## src/rtl/piso_tx.sv

```systemverilog
// Parallel-in serial-out transmitter: start bit 0, WIDTH data bits LSB first, stop bit 1.
// Define PISO_TX_PARITY_EN to insert an even-parity bit between the data and stop bits.
module piso_tx #(
    parameter int WIDTH   = 4,
    parameter int BIT_CYC = 4
) (
    input  logic             clk,
    input  logic             r,
    input  logic             ld_valid,
    input  logic [WIDTH-1:0] D,
    output logic             ld_ready,
    output logic             sd,
    output logic             busy,
    output logic             tx_done
);
    localparam int CNT_W = (BIT_CYC > 1) ? $clog2(BIT_CYC) : 1;
    localparam int BIT_W = $clog2(WIDTH + 1);
    localparam logic [CNT_W-1:0] CNT_LAST = CNT_W'(BIT_CYC - 1);
    localparam logic [CNT_W-1:0] CNT_PRE  = CNT_W'((BIT_CYC > 1) ? BIT_CYC - 2 : 0);
    localparam logic [BIT_W-1:0] BIT_LAST = BIT_W'(WIDTH - 1);
    localparam logic ONE_CYC = (BIT_CYC == 1);

    typedef enum logic [2:0] {
        IDLE,
        START,
        DATA,
`ifdef PISO_TX_PARITY_EN
        PAR,
`endif
        STOP
    } state_t;

    state_t           state_reg;
    logic [CNT_W-1:0] cnt_reg;
    logic [BIT_W-1:0] bit_reg;
    logic [WIDTH-1:0] shift_reg;
    logic             sd_reg;
    logic             busy_reg;
    logic             ready_reg;
    logic             done_reg;
`ifdef PISO_TX_PARITY_EN
    logic             parity_reg;
`endif

    logic accept;
    logic bit_end;

    assign accept  = ld_valid & ready_reg;
    assign bit_end = (cnt_reg == CNT_LAST);

    // Outputs are computed for the cycle after each edge, so ld_ready/tx_done
    // are raised one edge early to land on the last STOP cycle.
    always_ff @(posedge clk) begin
        if (r) begin
            state_reg  <= IDLE;
            cnt_reg    <= '0;
            bit_reg    <= '0;
            shift_reg  <= '0;
            sd_reg     <= 1'b1;
            busy_reg   <= 1'b0;
            ready_reg  <= 1'b0;
            done_reg   <= 1'b0;
`ifdef PISO_TX_PARITY_EN
            parity_reg <= 1'b0;
`endif
        end else begin
            ready_reg <= 1'b0;
            done_reg  <= 1'b0;
            cnt_reg   <= bit_end ? '0 : cnt_reg + CNT_W'(1);
            case (state_reg)
                IDLE: begin
                    cnt_reg <= '0;
                    if (accept) begin
                        shift_reg  <= D;
`ifdef PISO_TX_PARITY_EN
                        parity_reg <= ^D;
`endif
                        state_reg  <= START;
                        sd_reg     <= 1'b0;
                        busy_reg   <= 1'b1;
                    end else begin
                        ready_reg <= 1'b1;
                        sd_reg    <= 1'b1;
                        busy_reg  <= 1'b0;
                    end
                end
                START: begin
                    if (bit_end) begin
                        state_reg <= DATA;
                        bit_reg   <= '0;
                        sd_reg    <= shift_reg[0];
                    end
                end
                DATA: begin
                    if (bit_end) begin
                        if (bit_reg == BIT_LAST) begin
`ifdef PISO_TX_PARITY_EN
                            state_reg <= PAR;
                            sd_reg    <= parity_reg;
`else
                            state_reg <= STOP;
                            sd_reg    <= 1'b1;
                            ready_reg <= ONE_CYC;
                            done_reg  <= ONE_CYC;
`endif
                        end else begin
                            shift_reg <= shift_reg >> 1;
                            sd_reg    <= shift_reg[1];
                            bit_reg   <= bit_reg + BIT_W'(1);
                        end
                    end
                end
`ifdef PISO_TX_PARITY_EN
                PAR: begin
                    if (bit_end) begin
                        state_reg <= STOP;
                        sd_reg    <= 1'b1;
                        ready_reg <= ONE_CYC;
                        done_reg  <= ONE_CYC;
                    end
                end
`endif
                STOP: begin
                    if (bit_end) begin
                        if (accept) begin
                            shift_reg  <= D;
`ifdef PISO_TX_PARITY_EN
                            parity_reg <= ^D;
`endif
                            state_reg  <= START;
                            sd_reg     <= 1'b0;
                        end else begin
                            state_reg <= IDLE;
                            sd_reg    <= 1'b1;
                            busy_reg  <= 1'b0;
                            ready_reg <= 1'b1;
                        end
                    end else if (cnt_reg == CNT_PRE) begin
                        ready_reg <= 1'b1;
                        done_reg  <= 1'b1;
                    end
                end
                default: begin
                    state_reg <= IDLE;
                end
            endcase
        end
    end

    assign ld_ready = ready_reg;
    assign sd       = sd_reg;
    assign busy     = busy_reg;
    assign tx_done  = done_reg;
endmodule

```

## config.mk

```make
export PLATFORM = sky130hd
export DESIGN_NAME = piso_tx
export DESIGN_NICKNAME = d
export VERILOG_FILES = /design/src/rtl/piso_tx.sv
export SDC_FILE = /design/constraint.sdc
export NUM_CORES = 1
export LEC_CHECK = 0
export CELL_PAD_IN_SITES_DETAIL_PLACEMENT = 1
export CELL_PAD_IN_SITES_GLOBAL_PLACEMENT = 1
export CORE_UTILIZATION = 45
export CTS_CLUSTER_DIAMETER = 80
export DETAILED_ROUTE_END_ITERATION = 10
export GPL_TIMING_DRIVEN = 0
export PLACE_DENSITY_LB_ADDON = 0.1
export REMOVE_ABC_BUFFERS = 1
export SLEW_MARGIN = 20
export SYNTH_ARGS = -nofsm -noshare
export SYNTH_HDL_FRONTEND = slang
export SYNTH_SLANG_ARGS = --single-unit
```

## constraint.sdc

```tcl
create_clock -name clk -period 2.75 [get_ports clk]
set_clock_uncertainty 0.05 [all_clocks]
set_input_delay 0.275 -clock clk [delete_from_list [all_inputs] [get_ports clk]]
set_output_delay 0.275 -clock clk [all_outputs]
set_load 0.01 [all_outputs]
```

* Word-level counts from Yosys, hierarchy flattened
Cells that the tools add are included.
W data, S select, Z words.
** Storage, ports and cells
- Register bits after elaboration :: 16
- Input bits :: 7
** Operators by class
- Add/sub/neg operators :: 2
- Equality and inequality tests :: 13
- Multiplexer cells :: 29
- Bitwise gates (word level) :: 2
- Reductions and logical operators :: 12
** Operators by type and width (count)
- $mux W3 :: 8
- $mux W4 :: 4
- $ne A2 B2 Y1 const B :: 7
- $pmux W3 S4 :: 1
- $pmux W4 S3 :: 1
- $reduce_and A4 Y1 :: 3
- $mux W1 :: 11
- $eq A3 B2 Y1 const B :: 3
- $pmux W3 S2 :: 1
- $reduce_or A3 Y1 :: 2
- $reduce_and A5 Y1 :: 1
- $eq A2 B2 Y1 const B :: 2
- $pmux W1 S2 :: 2
- $pmux W1 S4 :: 1
- $reduce_bool A2 Y1 :: 2
- $reduce_bool A4 Y1 :: 1
- $add A3 B1 Y3 const B :: 1
- $eq A3 B1 Y1 const B :: 1
- $logic_not A3 Y1 :: 1
- $reduce_and A3 Y1 :: 1
- $reduce_bool A3 Y1 :: 1
- $add A2 B1 Y2 const B :: 1
- $and A1 B1 Y1 :: 1
- $not A1 Y1 :: 1

* Logic depth before layout (Yosys ltp)
- Depth in word-level cells :: 4
- Gate-level depth with buffers :: 6
- Depth with buffers taken out :: 5

* Least setup slack after synthesis
OpenSTA, ideal clock, no wires.
- Path type :: register to register
- Start point :: register state_reg[0]
- End point :: register state_reg[0]
- Library setup time :: 121 ps
- Arrival time :: 1731 ps
- Path slack :: 848 ps
- Cell stages (with the launch flop) :: 6
- Buffers on the path :: 0
- Path through :: dfxtp_1 inv_1 ha_1 or3_4 a221oi_4 mux2_4
** Between the ends
- Word-level cells in the longest chain between the ends :: 3
** RTL lines
- start: declaration :: line 33 : state_t state_reg;
- start signal: assignment :: line 55 : state_reg <= IDLE;
- start signal: assignment :: line 78 : state_reg <= START;
- start signal: assignment :: line 89 : state_reg <= DATA;
- $eq A3 B2 Y1, or another cell as far along :: line 70 : case (state_reg)
- $ne A2 B2 Y1 (no line)
- $reduce_and A5 Y1 (no line)
Parallel ways exist; a longest one is shown, timed or not.
A chain may end at the register's enable or synchronous reset.

* Worst setup path in the final report
Same ends and word-level chain as after synthesis.

==> run summary <==
==========================================================================================
Result of the run ........................................................... finished clean
Library cell occupying the most area in the post-synthesis netlist ..........      dfxtp_1
Unique masters post-synth ...................................................           43
Largest register FFs ........................................................            4
Share of cells above drive strength 1 .......................................        10.5%
Most Used Layer, Global Route ...............................................         met2
Global Route met1 Usage .....................................................        23.9%
Port Buffer Count ...........................................................           10
Min-delay src ...............................................................   cnt_reg[0]
Initial detailed-routing violation count ....................................            6
Final wirelength ............................................................      2.11 mm
Sequential Power Share ......................................................        33.4%
Critical path fanouts, max ..................................................           12
First drt pass iteration count ..............................................            4
Total number of H-tree levels ...............................................            1
Primary FF master, synth ....................................................      dfxtp_1
RSZ-0062 raised after global routing ........................................        false
Post-CTS setup repair buffer count ..........................................            0
Met2 track demand over resource .............................................        35.4%
Initial standard-cell utilization of the core ...............................        49.8%
Switching power summed over all nets ........................................     0.355 mW
Net Sw Frac .................................................................        39.1%
Die area ....................................................................    2430 um^2
Cts hold-fix bufs ...........................................................            0
Netlist Area Pre-Place ......................................................    1010 um^2
Post-synthesis async set-or-reset flop share ................................           0%
Period minus WS final .......................................................      2.30 ns
Number of pins exceeding their max-slew limit in the final report ...........            0
Setup total negative slack ..................................................         0 ns
Core Area ...................................................................    2020 um^2
Hold path cells .............................................................            1
Detailed placement HPWL .....................................................      1.58 mm
FF-to-FF Start .............................................................. state_reg[0]
Vias per inst ...............................................................         5.59
Yosys top cell area share ...................................................        29.9%
Seq/Total Area, Yosys .......................................................        29.9%
Worst Reg2Reg Path Length in Cells ..........................................            5
PostCTS Resize Cnt ..........................................................            0
Horizontal die dimension ....................................................      49.3 um
Residual overflow from global routing .......................................            0
Worst Hold Class ............................................................ flop to flop
Number of global-route vias before repair ...................................          823
Global Route Usage Sum ......................................................        20.2%
Arrival time at the worst endpoint ..........................................      2.43 ns
Antenna violations before repair ............................................            0
Remaining antenna violation count after routing .............................            0
Proportion of power drawn by the clock network ..............................        15.0%
Capture endpoint of the worst hold path .....................................   cnt_reg[0]
Endpoint of the lowest-slack register-to-register path ...................... state_reg[0]
Routability congestion estimate .............................................        0.831
Ranking of synthesized cells by instance count .............................. dfxtp_1, ha_1, mux2i_1, nand2b_1
Largest net degree at the start of global routing ...........................           26
Clock tree sinks ............................................................           15
Post-Syn Area per Cell ......................................................    9.58 um^2
Die height ..................................................................      49.3 um
Global-route wire length before repair ......................................      3.71 mm
Number of standard cells after synthesis ....................................          105
Ports placed on the boundary ................................................           11
Total clock buffers created by CTS ..........................................            3
Cell row count ..............................................................           16
Share of total power in combinational logic .................................        51.6%
Total power divided by cell area ............................................  794 nW/um^2
Dominant cell by count in the synthesized netlist ...........................      dfxtp_1
Number of flops mapped to enable cells by yosys .............................            0
Required @ worst endpoint ...................................................      2.88 ns
Worst slew slack as a fraction of its limit .................................        50.1%
Clock edge transition at the registers on the reported setup and hold paths .      0.11 ns
Clock Path Buffers ..........................................................            2
Count of fill cells added during filler insertion ...........................          238
Actual transition at the worst max-transition pin ...........................     0.746 ns
DR WL/cell ..................................................................      15.0 um
Register-to-register path setup slack .......................................      0.45 ns
Max Clock Freq ..............................................................    0.435 GHz
DRC violation count after routing ...........................................            0
Tightest hold margin ........................................................     0.439 ns
Final-report hold violation count ...........................................            0
Final critical-path share of the clock period ...............................        83.6%
Path type of the worst setup path ........................................... flop to flop
Top cells by area in the synthesized netlist ................................ dfxtp_1, ha_1, mux2i_1
Clock tree from TritonCTS ...................................................          yes
Synthesis warning total .....................................................            0
Leak Pwr ....................................................................     0.446 nW
Type of origin of the critical path .........................................         flop
Internal power ..............................................................     0.553 mW
Detailed-route via count ....................................................          788
CP endpoint kind ............................................................         flop
Number of inserted diodes ...................................................            0
Clock latency of the later-clocked register in the worst-skew pair ..........      0.29 ns
Number of setup violations in the final report ..............................            0
Global routing met3 resource utilization ....................................        3.74%
Area added between synthesis and finish .....................................        13.6%
Max cap viols ...............................................................            0
Total Nets Final ............................................................          133
CTS root buf ................................................................     clkbuf_4
Count of state elements after synthesis .....................................           15
Maximum ir drop on the vdd rail .............................................     0.312 mV
==========================================================================================
[worst max-delay path: stages (launching register included)]
cell and delay [ns]:
dfxtp_1 0.43, inv_1 0.13, ha_1 0.41, or3_4 0.47
a221oi_4 0.38, mux2_4 0.33
[cell families after synthesis]
kind of cell / count (synthesis) / share of synthesized area, %
buffers and inverters: 11 / 4.73
AOI/OAI and AO/OA: 18 / 16.4
DFF: 15 / 29.9
adders and majority gates: 11 / 13.7
and+or+nand+nor: 38 / 22.5
muxes: 12 / 12.8
[cells in the final DEF (no fill, tap or decap), types with 2 or more instances in the layout]
cell	instances
clkbuf_4	3
clkdlybuf4s50_1	10
dfxtp_1	15
ha_1	11
inv_1	6
mux2_1	2
mux2i_1	8
nand2_1	4
nand2b_1	7
nor2_1	5
nor2b_1	6
nor4_1	4
o21ai_0	2
or3_1	2
[per-stage QoR]
step	utilization, %	instance area [um^2]	power [mW]	worst slack (ns)	std cells
detailed placement	55.1	1110	0.781	0.452	137
global placement	55.1	1110	0.760	0.517	137
global route	56.5	1140	0.976	0.334	141
floorplan	-	981	0.655	0.701	100
CTS	56.5	1140	0.920	0.429	141
finish	56.5	1140	0.908	0.450	141
[layer usage]
| layer | part of all wire [%] | up-vias | wire, um |
|---|---|---|---|
| li1 | - | 397 | - |
| met1 | 44 | 379 | 932 |
| met2 | 53 | 10 | 1110 |
| met3 | 2.2 | 2 | 47 |
| met4 | 0.71 | 0 | 15 |
| met5 | 0 | - | 0 |
[power by group through the flow]
stage / combinational, mW / sequential [mW] / clock (mW)
floorplan: 0.351 / 0.304 / 0
global placement: 0.455 / 0.305 / 0
detailed placement: 0.472 / 0.309 / 0
CTS: 0.477 / 0.304 / 0.139
global route: 0.511 / 0.311 / 0.153
finish: 0.468 / 0.303 / 0.136
[final cells by class]
type	instances	area [um^2]	share of cell area [%]
clock inverter	1	5.00	0.438
timing repair buffer	10	100	8.76
sequential	15	300	26.3
clock buffer	3	22.5	1.97
tap	27	33.8	2.96
multi-input combinational	79	658	57.6
inverter	6	22.5	1.97
[worst max-delay path by stage]
stage / from / endpoint / slack, ns / cells past startpoint
after detailed placement: state_reg[0] / state_reg[0] / 0.45 / 5
final: state_reg[0] / state_reg[0] / 0.45 / 5
after CTS: state_reg[0] / state_reg[0] / 0.43 / 5
after global placement: state_reg[0] / state_reg[0] / 0.52 / 5
after global routing: state_reg[0] / state_reg[0] / 0.33 / 5
after floorplan: state_reg[0] / state_reg[0] / 0.70 / 5
Note: power is estimated with default switching activity, not from simulation.
